## src/rtl/stump_control.sv

```systemverilog
// Control unit for the STUMP processor: a FETCH/EXECUTE/MEMORY sequencer that decodes
// the instruction register into datapath selects and strobes, and holds the condition codes.
module stump_control #(
    parameter logic [2:0] PC_INDEX = 3'd7
) (
    input  logic        clk,
    input  logic        rst_n,
    input  logic [15:0] ir,
    input  logic [3:0]  flags_in,
    output logic        fetch,
    output logic [2:0]  alu_func,
    output logic        c_in,
    output logic [1:0]  opB_sel,
    output logic [1:0]  shift_op,
    output logic [2:0]  srcA,
    output logic [2:0]  srcB,
    output logic [2:0]  dest,
    output logic        reg_write,
    output logic        wb_sel,
    output logic        mem_ren,
    output logic        mem_wen,
    output logic [3:0]  cc_out,
    output logic [1:0]  state
);

    typedef enum logic [1:0] {
        FETCH   = 2'b00,
        EXECUTE = 2'b01,
        MEMORY  = 2'b10,
        UNUSED  = 2'b11
    } state_t;

    state_t cur_state, next_state;

    logic [2:0] opcode;
    logic       is_alu, is_ldst;
    logic       cond_true;
    logic       flag_n, flag_z, flag_v, flag_c;

    assign opcode  = ir[15:13];
    assign is_alu  = (opcode < 3'b110);
    assign is_ldst = (opcode == 3'b110);
    assign state   = cur_state;
    assign c_in    = cc_out[0];

    assign {flag_n, flag_z, flag_v, flag_c} = cc_out;

    always_comb begin
        case (ir[11:8])
            4'h0:    cond_true = 1'b1;
            4'h1:    cond_true = 1'b0;
            4'h2:    cond_true = ~flag_c & ~flag_z;
            4'h3:    cond_true = flag_c | flag_z;
            4'h4:    cond_true = ~flag_c;
            4'h5:    cond_true = flag_c;
            4'h6:    cond_true = ~flag_z;
            4'h7:    cond_true = flag_z;
            4'h8:    cond_true = ~flag_v;
            4'h9:    cond_true = flag_v;
            4'hA:    cond_true = ~flag_n;
            4'hB:    cond_true = flag_n;
            4'hC:    cond_true = (flag_n == flag_v);
            4'hD:    cond_true = (flag_n != flag_v);
            4'hE:    cond_true = ~flag_z & (flag_n == flag_v);
            default: cond_true = flag_z | (flag_n != flag_v);
        endcase
    end

    always_ff @(posedge clk or negedge rst_n) begin
        if (!rst_n) begin
            cur_state <= FETCH;
        end else begin
            cur_state <= next_state;
        end
    end

    // Only ALU instructions with the S bit (ir[11]) update the condition codes.
    always_ff @(posedge clk or negedge rst_n) begin
        if (!rst_n) begin
            cc_out <= 4'b0000;
        end else if (cur_state == EXECUTE && is_alu && ir[11]) begin
            cc_out <= flags_in;
        end
    end

    always_comb begin
        next_state = FETCH;
        fetch      = 1'b0;
        alu_func   = 3'b000;
        opB_sel    = 2'b00;
        shift_op   = 2'b00;
        srcA       = 3'b000;
        srcB       = 3'b000;
        dest       = 3'b000;
        reg_write  = 1'b0;
        wb_sel     = 1'b0;
        mem_ren    = 1'b0;
        mem_wen    = 1'b0;

        case (cur_state)
            EXECUTE: begin
                next_state = is_ldst ? MEMORY : FETCH;
                if (is_alu || is_ldst) begin
                    alu_func = opcode;
                    srcA     = ir[7:5];
                    if (ir[12]) begin
                        opB_sel = 2'b01;
                    end else begin
                        opB_sel  = 2'b00;
                        srcB     = ir[4:2];
                        shift_op = ir[1:0];
                    end
                    if (is_alu) begin
                        dest      = ir[10:8];
                        reg_write = 1'b1;
                    end
                end else begin
                    alu_func  = 3'b111;
                    srcA      = PC_INDEX;
                    opB_sel   = 2'b11;
                    dest      = PC_INDEX;
                    reg_write = cond_true;
                end
            end
            MEMORY: begin
                next_state = FETCH;
                if (ir[11]) begin
                    mem_wen = 1'b1;
                    srcA    = ir[10:8];
                end else begin
                    mem_ren   = 1'b1;
                    reg_write = 1'b1;
                    wb_sel    = 1'b1;
                    dest      = ir[10:8];
                end
            end
            // The unreachable encoding behaves exactly like FETCH.
            default: begin
                next_state = EXECUTE;
                fetch      = 1'b1;
                mem_ren    = 1'b1;
                srcA       = PC_INDEX;
                opB_sel    = 2'b10;
                dest       = PC_INDEX;
                reg_write  = 1'b1;
            end
        endcase
    end

endmodule

```

## config.mk

```make
export PLATFORM = sky130hd
export DESIGN_NAME = stump_control
export DESIGN_NICKNAME = d
export VERILOG_FILES = /design/src/rtl/stump_control.sv
export SDC_FILE = /design/constraint.sdc
export NUM_CORES = 1
export LEC_CHECK = 0
export CORE_AREA = 10 10 55 57
export CTS_BUF_LIST = sky130_fd_sc_hd__clkbuf_4
export DETAILED_ROUTE_END_ITERATION = 12
export DIE_AREA = 0 0 65 67
export GPL_TIMING_DRIVEN = 0
export PLACE_DENSITY = 0.8
export SLEW_MARGIN = 5
export SYNTH_ARGS = -nofsm -noshare
export SYNTH_HDL_FRONTEND = slang
export SYNTH_SLANG_ARGS = --single-unit
```

## constraint.sdc

```tcl
create_clock -name clk -period 2.78 [get_ports clk]
set_clock_uncertainty 0.15 [all_clocks]
set_input_delay 0.695 -clock clk [delete_from_list [all_inputs] [get_ports clk]]
set_output_delay 0.695 -clock clk [all_outputs]
set_load 0.01 [all_outputs]
```

==> out/qor.csv <==
stage,metric,value,unit
setup_path,Crit path required time,1.93,ns
setup_path,"Max FO, Critical Path",7,
power_and_ir_drop,Pwr per Cell Area,796,mW/mm²
yosys,Post-Synthesis Cells,81,
sta,Hold Fails Final Rpt,0,
detailed_routing,Pre-Repair DR Iteration Count,4,
clock_tree,CTS root buf,clkbuf_4,
sta,Sum Neg Setup Slack,-0.0204,ns
layout,ANT cells,0,
outcome,status,"complete, but fails checks",
sta,relative slew slack,73.9,%
hold_path,Min-Delay Path Depth,1,
yosys,async set-or-reset flop fraction in the synthesized netlist,100,%
sta,Tcrit/Tclk final,101,%
detailed_routing,Routed wire per std cell,15.8,µm
yosys,Netlist Area Pre-Place,676,µm²
sta,Final Max Tran Viols,0,
floorplanning,starting density of the core,34.8,%
sta,WHS,0.454,ns
setup_path,RR Startpoint,state[1]$_DFF_PN0_,
grt,largest net degree at the start of global routing,11,
setup_path,RR Endpoint,cc_out[1]$_DFFE_PN0P_,
setup_path,"slowest stage delay, CP",0.36,ns
yosys,Post-synth EDFFs,0,
clock_tree,worst skew pair latency,0.25,ns
sta,unrepaired setup endpoints after global routing,yes,
clock_tree,Bufs on Longest Clock Path,2,
yosys,Yosys warnings,0,
grt,vias in the first global route,834,
setup_path,critical path arrival,1.96,ns
placement,HPWL after DPL,2.07,mm
hold_path,worst hold endpoint,cc_out[2]$_DFFE_PN0P_,
yosys,Synth cell types,38,
clock_tree,CTS tree,done,
yosys,most area-hungry cell type in the Yosys netlist,dfrtp_1,
floorplanning,Ports,50,
grt,overall routing resource usage,11.6,%
layout,sequential cell area,150,µm²
layout,share of layout cells above drive strength 1,26.1,%
placement,RD Place Congestion,0.832,
yosys,post-synthesis register bit count,6,
hold_path,hold_sp,cc_out[2]$_DFFE_PN0P_,
power_and_ir_drop,leakage power total,0.570,nW
setup_path,reg2reg path depth,4,
grt,initial antenna violation count,0,
detailed_routing,DR DRC count,0,
floorplanning,core footprint,0.00194,mm²
setup_path,CP Class,in -> out,
detailed_routing,post-DR vias/cell,5.08,
power_and_ir_drop,Max VDD drop,547,µV
floorplanning,die footprint,0.00436,mm²
clock_tree,clk slew on worst S/H paths,0.04,ns
setup_path,slowest CP cell,or3_1,
yosys,Mean Syn Cell Area,8.34,µm²
sta,Period minus WS final,2.80,ns
detailed_routing,Routed WL,2.60,mm
yosys,Synth area leaders,"dfrtp_1 (22%), and2_1 (8.3%), mux2_2 (6.7%)",
placement,# port buffers,48,
detailed_routing,DR iter-0 viols,15,
yosys,Synth top area share,22.2,%
setup_path,crit path cell chain,buf_12 -> or3_1 -> o21a_1 -> o311a_1 -> a32oi_1 -> buf_2,
flow_run,maximum capacitance violations,0,
setup_path,Setup crit end kind,output pin,
layout,"most common cell after layout, fill and taps aside",clkdlybuf4s50_1,
setup_path,crit path launch type,primary input,
floorplanning,# rows,16,
yosys,Main synth FF type,dfrtp_1,
power_and_ir_drop,total power,1.04,mW
layout,most frequent cells in the layout,"clkdlybuf4s50_1 (28), nand2_1 (12), dlygate4sd2_1 (10)",
detailed_routing,post-route ant nets,0,
layout,fillcell total,171,
clock_tree,clk sinks,6,
layout,nets,164,
sta,Final WS setup,-0.0204,ns
clock_tree,H-tree depth,1,
outcome,failing checks,negative setup slack,
yosys,syn_nets,105,
clock_tree,total CTS buffers,3,
layout,multi-input logic area,519,µm²
sta,worst-margin pin slew,0.390,ns
yosys,sequential-to-total area share from yosys stat,22.2,%
grt,first-pass GRT wire length,4.06,mm
floorplanning,die width,65,µm
floorplanning,DIE HEIGHT,67,µm
sta,fmax,357,MHz
layout,Area growth syn-to-layout,93.7,%
hold_path,min-delay worst type,reg -> reg,
detailed_routing,Vias,839,
sta,count of final setup violators,1,
setup_path,flop2flop setup slack,1.32,ns
grt,total grt overflow,0,
placement,Post-Place Setup Slack,-0.785,ns
-- layout make-up --
cell class,count,area share [%]
plain buffers,6,5.26
multi-input cells,67,39.7
repair buffers,54,38.7
well taps,27,2.58
inverters,2,0.574
flip-flops and latches,6,11.5
clock buffers,3,1.72
-- routing by layer --
| metal | vias up | share of wire (%) | routed length [µm] | track usage [%] |
|---|---|---|---|---|
| li1 | 415 | - | - | - |
| met1 | 388 | 38 | 976 | 11.8 |
| met2 | 34 | 54 | 1410 | 20.8 |
| met3 | 2 | 7.7 | 200 | 4.68 |
| met4 | 0 | 0.58 | 15 | 4.81 |
| met5 | - | 0 | 0 | 0 |
-- synthesized netlist by cell type (2+ instances only) --
master    n
and2_1    9
a21oi_1   3
a221o_1   3
mux2_2    4
nand2_1  12
buf_4     2
inv_1     2
xor2_1    2
dfrtp_1   6
nand3_1   2
buf_6     2
o21ai_0   4
o21a_1    2
nor3b_1   3
ha_1      2
-- how the worst max path moves through the flow --
stage / from / to / slack [ns]
after global routing: ir[10] / reg_write / -0.07
after global placement: ir[9] / reg_write / -0.80
after floorplan: ir[10] / reg_write / 0.14
final: ir[10] / reg_write / -0.02
after detailed placement: ir[9] / reg_write / -0.78
after CTS: ir[11] / reg_write / -0.14
-- critical path, delay by kind of cell --
family / cells / cell delay, ns
simple gates: 1 / 0.36
buf+inv: 2 / 0.27
compound gates: 3 / 0.63
-- where the power goes --
part	internal, mW	total [mW]	switching, mW
Combinational	0.434	0.781	0.347
Sequential	0.127	0.179	0.0526
Clock	0.0489	0.0806	0.0318
-- per-stage QoR --
stage | std cells | util [%] | instance area [µm²]
floorplan | 81 | - | 676
global placement | 156 | 61.3 | 1190
detailed placement | 156 | 61.3 | 1190
CTS | 162 | 64.6 | 1250
global route | 165 | 67.4 | 1310
finish | 165 | 67.4 | 1310
-- timing repair --
item                                    in CTS  in global routing
endpoints found under the setup margin      18                  7
hold buffers                                 0                  0
cloned                                       0                  0
gates resized for setup                     36                 20
setup buffers                                3                  3
endpoints found under the hold margin        0                  0
pin swaps                                    3                  4
-- sequential cells by signal (all words and copies together) (netlist names) --
signal and count:
cc_out 4, state 2
-- cell families (layout without fill, tap and decap cells) --
| kind of cell | count (synthesis) | in the layout | share of synthesized area (%) |
|---|---|---|---|
| xor+xnor | 2 | 2 | 2.59 |
| buf+inv | 8 | 65 | 8.15 |
| simple gates | 37 | 37 | 32.0 |
| mux | 4 | 4 | 6.67 |
| fa+ha+maj | 2 | 2 | 3.70 |
| flops | 6 | 6 | 22.2 |
| compound gates | 22 | 22 | 24.6 |
(Power assumes the default switching activity.)
